## src/rtl/soc_pmem_loader_if.sv

```systemverilog
// Bus bundle for the program-memory loader: control, byte stream, RAM port and status.
interface soc_pmem_loader_if #(
  parameter int ADDR_MSB = 11
);
  logic                start;
  logic                abort;
  logic [ADDR_MSB:0]   base_addr;
  logic [ADDR_MSB:0]   word_cnt;
  logic [7:0]          s_data;
  logic                s_valid;
  logic                s_ready;
  logic                ram_en;
  logic [1:0]          ram_we;
  logic [ADDR_MSB:0]   ram_addr;
  logic [15:0]         ram_din;
  logic [15:0]         ram_dout;
  logic                busy;
  logic                done;
  logic                err;
  logic [15:0]         checksum;

  modport slave (
    input  start, abort, base_addr, word_cnt, s_data, s_valid, ram_dout,
    output s_ready, ram_en, ram_we, ram_addr, ram_din, busy, done, err, checksum
  );

  modport master (
    output start, abort, base_addr, word_cnt, s_data, s_valid, ram_dout,
    input  s_ready, ram_en, ram_we, ram_addr, ram_din, busy, done, err, checksum
  );
endinterface

```

## src/rtl/soc_pmem_loader.sv

```systemverilog
// Loads a little-endian byte stream into program memory as 16-bit words,
// verifying each write by readback and keeping a running checksum.
module soc_pmem_loader #(
  parameter int ADDR_MSB = 11
) (
  input logic              mclk,
  input logic              reset_n,
  soc_pmem_loader_if.slave bus
);
  localparam int AW = ADDR_MSB + 1;

  typedef enum logic [2:0] {IDLE, RX_LO, RX_HI, WRITE, READ, CHECK} state_t;

  state_t          state_q, state_d;
  logic [AW-1:0]   addr_q, addr_d;
  logic [AW-1:0]   cnt_q, cnt_d;
  logic [15:0]     word_q, word_d;
  logic [15:0]     csum_q, csum_d;
  logic            err_q, err_d;
  logic            done_q, done_d;
  logic [AW-1:0]   radr_q, radr_d;
  logic [15:0]     rdin_q, rdin_d;
  logic            s_ready, ram_en;
  logic [1:0]      ram_we;

  always_ff @(posedge mclk or negedge reset_n) begin
    if (!reset_n) begin
      state_q <= IDLE;
      addr_q  <= '0;
      cnt_q   <= '0;
      word_q  <= '0;
      csum_q  <= '0;
      err_q   <= 1'b0;
      done_q  <= 1'b0;
      radr_q  <= '0;
      rdin_q  <= '0;
    end else begin
      state_q <= state_d;
      addr_q  <= addr_d;
      cnt_q   <= cnt_d;
      word_q  <= word_d;
      csum_q  <= csum_d;
      err_q   <= err_d;
      done_q  <= done_d;
      radr_q  <= radr_d;
      rdin_q  <= rdin_d;
    end
  end

  always_comb begin
    state_d = state_q;
    addr_d  = addr_q;
    cnt_d   = cnt_q;
    word_d  = word_q;
    csum_d  = csum_q;
    err_d   = err_q;
    done_d  = 1'b0;
    radr_d  = radr_q;
    rdin_d  = rdin_q;
    s_ready = 1'b0;
    ram_en  = 1'b0;
    ram_we  = 2'b00;
    case (state_q)
      IDLE: begin
        if (bus.start) begin
          err_d  = 1'b0;
          csum_d = '0;
          if (bus.word_cnt != '0) begin
            addr_d  = bus.base_addr;
            cnt_d   = bus.word_cnt;
            state_d = RX_LO;
          end else begin
            done_d = 1'b1;
          end
        end
      end
      RX_LO: begin
        // abort withdraws ready so no byte is consumed on the cancel cycle
        s_ready = !bus.abort;
        if (bus.s_valid && !bus.abort) begin
          word_d[7:0] = bus.s_data;
          state_d     = RX_HI;
        end
      end
      RX_HI: begin
        s_ready = !bus.abort;
        if (bus.s_valid && !bus.abort) begin
          word_d[15:8] = bus.s_data;
          state_d      = WRITE;
        end
      end
      WRITE: begin
        ram_en  = 1'b1;
        ram_we  = 2'b11;
        radr_d  = addr_q;
        rdin_d  = word_q;
        csum_d  = csum_q + word_q;
        state_d = READ;
      end
      READ: begin
        ram_en  = 1'b1;
        state_d = CHECK;
      end
      CHECK: begin
        if (!bus.abort) begin
          if (bus.ram_dout != word_q) err_d = 1'b1;
          addr_d = addr_q + AW'(1);
          cnt_d  = cnt_q - AW'(1);
          if (cnt_q == AW'(1)) begin
            state_d = IDLE;
            done_d  = 1'b1;
          end else begin
            state_d = RX_LO;
          end
        end
      end
      default: state_d = IDLE;
    endcase
    if (bus.abort && state_q != IDLE) begin
      state_d = IDLE;
      done_d  = 1'b0;
    end
  end

  // RAM address/data follow the live values in WRITE and hold them afterwards
  assign bus.ram_addr = (state_q == WRITE) ? addr_q : radr_q;
  assign bus.ram_din  = (state_q == WRITE) ? word_q : rdin_q;
  assign bus.ram_en   = ram_en;
  assign bus.ram_we   = ram_we;
  assign bus.s_ready  = s_ready;
  assign bus.busy     = (state_q != IDLE);
  assign bus.done     = done_q;
  assign bus.err      = err_q;
  assign bus.checksum = csum_q;
endmodule

```

## src/flat_wrapper.sv

```systemverilog
// flat-port wrapper written by rule: the top's interface ports become plain ports
module soc_pmem_loader_flat 
#(
  parameter int ADDR_MSB = 11
)
  (mclk, reset_n, bus_start, bus_abort, bus_base_addr, bus_word_cnt, bus_s_data, bus_s_valid, bus_ram_dout, bus_s_ready, bus_ram_en, bus_ram_we, bus_ram_addr, bus_ram_din, bus_busy, bus_done, bus_err, bus_checksum);
  soc_pmem_loader_if #(.ADDR_MSB(ADDR_MSB)) bus_i ();
  input logic mclk;
  input logic reset_n;
  input wire logic [$bits(bus_i.start)-1:0] bus_start;
  input wire logic [$bits(bus_i.abort)-1:0] bus_abort;
  input wire logic [$bits(bus_i.base_addr)-1:0] bus_base_addr;
  input wire logic [$bits(bus_i.word_cnt)-1:0] bus_word_cnt;
  input wire logic [$bits(bus_i.s_data)-1:0] bus_s_data;
  input wire logic [$bits(bus_i.s_valid)-1:0] bus_s_valid;
  input wire logic [$bits(bus_i.ram_dout)-1:0] bus_ram_dout;
  output wire logic [$bits(bus_i.s_ready)-1:0] bus_s_ready;
  output wire logic [$bits(bus_i.ram_en)-1:0] bus_ram_en;
  output wire logic [$bits(bus_i.ram_we)-1:0] bus_ram_we;
  output wire logic [$bits(bus_i.ram_addr)-1:0] bus_ram_addr;
  output wire logic [$bits(bus_i.ram_din)-1:0] bus_ram_din;
  output wire logic [$bits(bus_i.busy)-1:0] bus_busy;
  output wire logic [$bits(bus_i.done)-1:0] bus_done;
  output wire logic [$bits(bus_i.err)-1:0] bus_err;
  output wire logic [$bits(bus_i.checksum)-1:0] bus_checksum;
  assign bus_i.start = bus_start;
  assign bus_i.abort = bus_abort;
  assign bus_i.base_addr = bus_base_addr;
  assign bus_i.word_cnt = bus_word_cnt;
  assign bus_i.s_data = bus_s_data;
  assign bus_i.s_valid = bus_s_valid;
  assign bus_i.ram_dout = bus_ram_dout;
  assign bus_s_ready = bus_i.s_ready;
  assign bus_ram_en = bus_i.ram_en;
  assign bus_ram_we = bus_i.ram_we;
  assign bus_ram_addr = bus_i.ram_addr;
  assign bus_ram_din = bus_i.ram_din;
  assign bus_busy = bus_i.busy;
  assign bus_done = bus_i.done;
  assign bus_err = bus_i.err;
  assign bus_checksum = bus_i.checksum;
  soc_pmem_loader #(.ADDR_MSB(ADDR_MSB)) u_core (.mclk(mclk), .reset_n(reset_n), .bus(bus_i));
endmodule
```

## config.mk

```make
export PLATFORM = sky130hd
export DESIGN_NAME = soc_pmem_loader_flat
export DESIGN_NICKNAME = d
export VERILOG_FILES = /design/src/rtl/soc_pmem_loader_if.sv /design/src/rtl/soc_pmem_loader.sv /design/src/flat_wrapper.sv
export SDC_FILE = /design/constraint.sdc
export NUM_CORES = 1
export LEC_CHECK = 0
export ABC_AREA = 1
export CAP_MARGIN = 10
export CORE_MARGIN = 1.5
export CORE_UTILIZATION = 57
export DETAILED_ROUTE_END_ITERATION = 8
export DONT_BUFFER_PORTS = 1
export PLACE_DENSITY = 0.72
export SYNTH_ARGS = -nofsm -noshare
export SYNTH_HDL_FRONTEND = slang
export SYNTH_SLANG_ARGS = --single-unit
export TNS_END_PERCENT = 1
```

## constraint.sdc

```tcl
create_clock -name mclk -period 2.8 [get_ports mclk]
set_input_delay 0.28 -clock mclk [delete_from_list [all_inputs] [get_ports mclk]]
set_output_delay 0.28 -clock mclk [all_outputs]
set_load 0.1 [all_outputs]
```

==> impl_metrics.ini, run 1 <==
[critical_path]
rr_worst_depth = 9
critPathArrivalTime_ns = 2.43
endpoint_kind = primary output
startpoint = u_core.state_q[2]
startpoint_type = register
r2r-end = u_core.bus.checksum[14]
cp_max_fo = 30
path_class = reg2out
r2r_start = u_core.state_q[2]
reg2reg_slack_ns = 0.48
worstPathRequired_ns = 2.52

[detailed_routing]
ant_nets = 0
dr_total_vias = 4905
via_per_inst = 5.280
drtIter0Drc = 171
wl_per_cell_um = 14.48
route.detailed.drc = 0
firstDrtPassIters = 5
drt_wl_total_mm = 13.45

[clocking]
path_clk_slew_ns = 0.09
h-tree-depth = 3
cts_root_buffer = clkbuf_8
numCtsBuffers = 9
cts_tree = yes
insertion_delay_ns = 0.37
clockBufferDepth = 2
clock-sinks = 89

[layout]
diodes = 0
regArea_um2 = 2227
drive_gt1_share_pct = 12.35
synthToLayoutAreaGrowth_pct = 11.86
fillerInstances = 811
multiInputGateArea_um2 = 2728
nets = 885
post-route-util_pct = 65.71

[synthesis]
synth_nets = 855
synth_area_per_cell_um2 = 6.900
ys_seq_area_share_pct = 41.22
synth_seq_cells = 89
netlist_area_um2 = 5403
ys_types = 31
synth_warnings = 0
netlist_instances = 783

[floorplan]
row_count = 35
die-height_um = 100.4
core_area_um2 = 9196
dieArea_um2 = 10070
fp.dieW_um = 100.4
start_util_pct = 58.75
ios = 104

[global_routing]
grt_first_pass_wirelength_mm = 21.61
antenna_found_initial = 0
grt_max_degree = 90
grt_pass1_vias = 4643
grt-ovfl-total = 0
grt_usage_pct = 27.44

[run]
cap_violations = 0

[outcome]
status = completed

[worst_hold_path]
holdCritPathClass = in2reg
worstHoldStart = bus_abort
hold_depth = 1
hold_end = u_core.bus.done

[placement]
numPortBuffers = 0
gp_congestion = 0.8639
dp_hpwl_mm = 10.11

[timing]
setup-tns-final_ns = 0
skew_ns = 0.01443
period_minus_slack_ns = 2.712
clock.fmax_mhz = 368.7
slew_headroom_pct = 20.25
rsz0062_at_grt = yes
slew_violations = 0
hold_viol_final = 0
worst_pin_slew_ns = 1.196
setup_viol = 0
period_share_pct = 96.86
holdWs_ns = 0.02985
-- flip-flops by register name (all words and copies together) (netlist names) --
name                 count
u_core.bus.err           1
u_core.rdin_q           16
u_core.radr_q           12
u_core.cnt_q            12
u_core.addr_q           12
u_core.bus.done          1
u_core.state_q           3
u_core.word_q           16
u_core.bus.checksum     16
-- cell type report --
cell class,count,area share (%)
Tap cell,111,2.298
Inverter,114,7.081
Clock buffer,10,2.112
Timing Repair Buffer,39,5.424
Clock inverter,6,1.097
Multi-Input combinational cell,560,45.13
Sequential cell,89,36.85
-- metrics by stage --
| stage | setup slack, ns | instances | cell area [µm²] |
|---|---|---|---|
| after floorplan | -0.7550 | 783 | 5403 |
| after global placement | 0.5711 | 911 | 5812 |
| after detailed placement | 0.4941 | 911 | 5812 |
| after CTS | 0.06620 | 929 | 6043 |
| after global routing | -0.06160 | 929 | 6043 |
| final | 0.08803 | 929 | 6043 |
-- routing by layer --
| layer | track usage, % | wire, µm | up-vias |
|---|---|---|---|
| met1 | 36.76 | 6203 | 2238 |
| met3 | 7.103 | 1037 | 18 |
| met4 | 9.317 | 214 | 0 |
| met2 | 43.43 | 5994 | 150 |
| li1 | - | - | 2499 |
| met5 | 0 | 0 | - |
-- kinds of logic (layout without fill, tap and decap cells) --
group | count (synthesis) | count (layout) | synth area share (%)
XOR/XNOR | 9 | 9 | 1.459
AND/OR/NAND/NOR | 430 | 430 | 32.98
adder cells (fa/ha/maj) | 19 | 19 | 4.539
buffers and inverters | 134 | 169 | 10.05
AO/OA/AOI/OAI | 101 | 101 | 9.565
multiplexers | 1 | 1 | 0.1853
flip-flops | 89 | 89 | 41.22
-- cells in the mapped netlist --
master | number | area share [%]
nand2_1 | 298 | 21
inv_1 | 107 | 7.4
dfrtp_1 | 89 | 41
o21ai_0 | 59 | 5.5
nand3_1 | 58 | 5.4
nor2_1 | 42 | 2.9
o21ai_1 | 20 | 1.9
a21oi_1 | 18 | 1.7
ha_1 | 18 | 4.2
or2_2 | 10 | 1.2
buf_2 | 8 | 0.74
clkbuf_1 | 7 | 0.49
inv_2 | 7 | 0.49
nor3_1 | 7 | 0.65
nand4_1 | 5 | 0.58
xnor2_1 | 5 | 0.81
xor2_1 | 4 | 0.65
buf_6 | 3 | 0.63
nand3b_1 | 3 | 0.42
buf_4 | 2 | 0.28
nor2_2 | 2 | 0.23
nor2_4 | 2 | 0.42
a21oi_2 | 1 | 0.16
a22o_1 | 1 | 0.16
fa_1 | 1 | 0.37
mux2i_1 | 1 | 0.19
nand2_4 | 1 | 0.21
nand3_2 | 1 | 0.19
nor3b_1 | 1 | 0.14
o22ai_1 | 1 | 0.12
o31ai_1 | 1 | 0.14
-- worst max-delay path: stages (launching register included) --
cell	delay [ns]
dfrtp_1	0.49
inv_2	0.09
nand2_1	0.11
nor2_4	0.04
inv_2	0.46
buf_4	0.33
nand2_1	0.10
o21ai_2	0.43
-- how the worst max path moves through the flow --
| stage | end | slack [ns] | cells past startpoint |
|---|---|---|---|
| after floorplan | u_core.radr_q[11] | -0.76 | 6 |
| after global routing | bus_ram_din[7] | -0.06 | 7 |
| after global placement | bus_ram_din[9] | 0.57 | 7 |
| after CTS | bus_ram_din[7] | 0.07 | 7 |
| after detailed placement | bus_ram_din[7] | 0.49 | 7 |
| final | bus_ram_din[7] | 0.09 | 7 |
-- cells in the final DEF (no fill, tap or decap), drive strengths merged --
cell type    netlist  final
nand2            299    299
inv              114    116
dfrtp             89     89
o21ai             79     79
nand3             59     59
nor2              46     46
buf               13     38
a21oi             19     19
ha                18     18
or2               10     10
clkbuf             7     10
nor3               7      7
nand4              5      5
xnor2              5      5
xor2               4      4
nand3b             3      3
clkinv             0      3
o31ai              1      1
o22ai              1      1
a22o               1      1
nor3b              1      1
mux2i              1      1
fa                 1      1
bufinv             0      1
dlygate4sd3        0      1
-- what timing repair did --
item,CTS,global route
endpoints found under the setup margin,0,4
hold buffers,2,0
gates resized for setup,0,0
hold endpoints to repair,89,0
setup buffers,0,0
Power of run 1 is left out: the tool's default activity adds up to more than one toggle a clock period on the data nets, which glitch-free logic cannot reach.
==> run 2: changes to the inputs <==
==> constraint.sdc (replaced) <==
create_clock -name mclk -period 2.8 [get_ports mclk]
set_input_delay 0.28 -clock mclk [delete_from_list [all_inputs] [get_ports mclk]]
set_output_delay 0.28 -clock mclk [all_outputs]
set_load 0.05 [all_outputs]
==> run 2 against run 1 <==
  * Via count up 0.53%
  * Fmax up 7.6%
  * Final area down 3.1%
  * Clock-buffer cell count up 1
  * Worst hold slack better by 0.0026 ns
  * Sequential cell count unchanged
  * Non-clock buffer count down 14
  * Die area unchanged
  * Cell count down 1.5%
  * Critical path type unchanged
  * Highest routed layer unchanged
==> impl_metrics.ini, run 2 (synthesis results as in run 1) <==
[outcome]
status = completed

[placement]
gp_congestion = 0.9098
pre_cts_ws_ns = 0.6392
dp_hpwl_mm = 10.03
numPortBuffers = 0

[clocking]
path_clk_slew_ns = 0.10
clock-sinks = 89
cts_tree = yes
insertion_delay_ns = 0.36
cts_root_buffer = clkbuf_8
h-tree-depth = 3
numCtsBuffers = 9
post_cts_buffers = 0
clockBufferDepth = 2

[timing]
setup_slack_ns = 0.2804
setup_viol = 0
worst_pin_slew_ns = 1.096
period_share_pct = 89.99
rsz0062_at_grt = no
period_minus_slack_ns = 2.520
slew_headroom_pct = 26.43
hold_viol_final = 0
slew_violations = 0
clock.fmax_mhz = 396.9
skew_ns = 0.01625
setup-tns-final_ns = 0

[critical_path]
cp_max_fo = 35
startpoint_type = register
critPathArrivalTime_ns = 2.24
crit_family = buffers and inverters
reg2reg_slack_ns = 0.61
critical_path.max_stage_delay_ns = 0.49
endpoint_kind = primary output
critPathSlowestCell = dfrtp_1
crit_top_cell = nand2_1
critPathBufInv = 3
worstPathRequired_ns = 2.52
path_class = reg2out
path_cells = inv_2 > nand2_1 > nor2_4 > inv_2 > buf_4 > nand2_1 > nand2_1

[worst_hold_path]
holdCritPathClass = in2reg

[detailed_routing]
dr_total_vias = 4931
via_per_inst = 5.389
drtIter0Drc = 277
ant_nets = 0
drt_wl_total_mm = 13.41
route.detailed.drc = 0
firstDrtPassIters = 7
wl_per_cell_um = 14.65

[layout]
drive_gt1_share_pct = 7.960
diodes = 0
synthToLayoutAreaGrowth_pct = 8.384
regArea_um2 = 2227
layout_commonest_cell = nand2_1
layout_common_cells = nand2_1, inv_1, dfrtp_1
multiInputGateArea_um2 = 2638
nets = 871
fillerInstances = 877

[floorplan]
dieArea_um2 = 10070
die-height_um = 100.4
start_util_pct = 58.75
ios = 104
row_count = 35
core_area_um2 = 9196
fp.dieW_um = 100.4

[global_routing]
grt-ovfl-total = 0
grt_max_degree = 90
grt_first_pass_wirelength_mm = 21.85
grt_usage_pct = 27.51
antenna_found_initial = 0
grt_pass1_vias = 4575

[power_and_ir_drop]
p_leak_uw = 0.003266
p_per_area_nw_per_um2 = 1261
irDropWorstVdd_mv = 0.7001

[run]
cap_violations = 0
run 2: metal layers:
metal,GRT usage [%],vias up,wire length [µm]
met2,42.18,164,5970
met5,0,-,0
li1,-,2477,-
met1,39.61,2276,6222
met4,7.476,0,175
met3,5.850,14,1036
run 2: what timing repair did:
| action | 4_1_cts | 5_1_grt |
|---|---|---|
| hold endpoints to repair | 89 | 0 |
| resized for setup | 0 | 0 |
| hold buffers | 2 | 0 |
run 2: worst paths after layout:
check | start | end | cells after the start
worst max-delay path | u_core.state_q[2] | bus_ram_din[8] | 7
worst min-delay path | bus_abort | u_core.bus.done | 1
worst max register to register | u_core.state_q[2] | u_core.bus.checksum[9] | 9
worst min register to register | u_core.cnt_q[5] | u_core.cnt_q[5] | 2
max in group asynchronous | reset_n | u_core.rdin_q[14] | 2
min in group asynchronous | reset_n | u_core.radr_q[6] | 2
run 2: where the power goes:
| part | switching, µW | leakage, µW | internal [µW] | total, µW |
|---|---|---|---|---|
| sequential | 799 | 0.00114 | 1830 | 2630 |
| clock | 494 | 0.000102 | 467 | 961 |
| combinational | 2720 | 0.00202 | 1070 | 3790 |
| total | 4020 | 0.00327 | 3370 | 7390 |
run 2: through the flow:
stage | total power, µW | cell area, µm² | hold WS [ns] | instances | utilization [%]
5_1_grt | 7953 | 5856 | 0.02344 | 915 | 63.67
3_5_place_dp | 6378 | 5604 | -0.01389 | 897 | 60.94
3_3_place_gp | 6267 | 5604 | -0.01371 | 897 | 60.94
6_report | 7387 | 5856 | 0.03247 | 915 | 63.67
2_1_floorplan | 5522 | 5403 | -0.01559 | 783 | -
4_1_cts | 7379 | 5856 | 0.01926 | 915 | 63.67
run 2: worst register-to-register path, delay by kind of cell (launching register included):
family,cells,cell delay [ns]
AND/OR/NAND/NOR,5,0.46
flip-flops,1,0.49
buffers and inverters,4,1.18
run 2: layout make-up:
cell class	instances	area share, %
repair buffers	25	3.590
clock inverters	5	1.068
inverters	114	7.308
multi-input cells	560	45.04
flip-flops and latches	89	38.03
well taps	111	2.372
clock buffers	11	2.585
(Power assumes the default switching activity.)
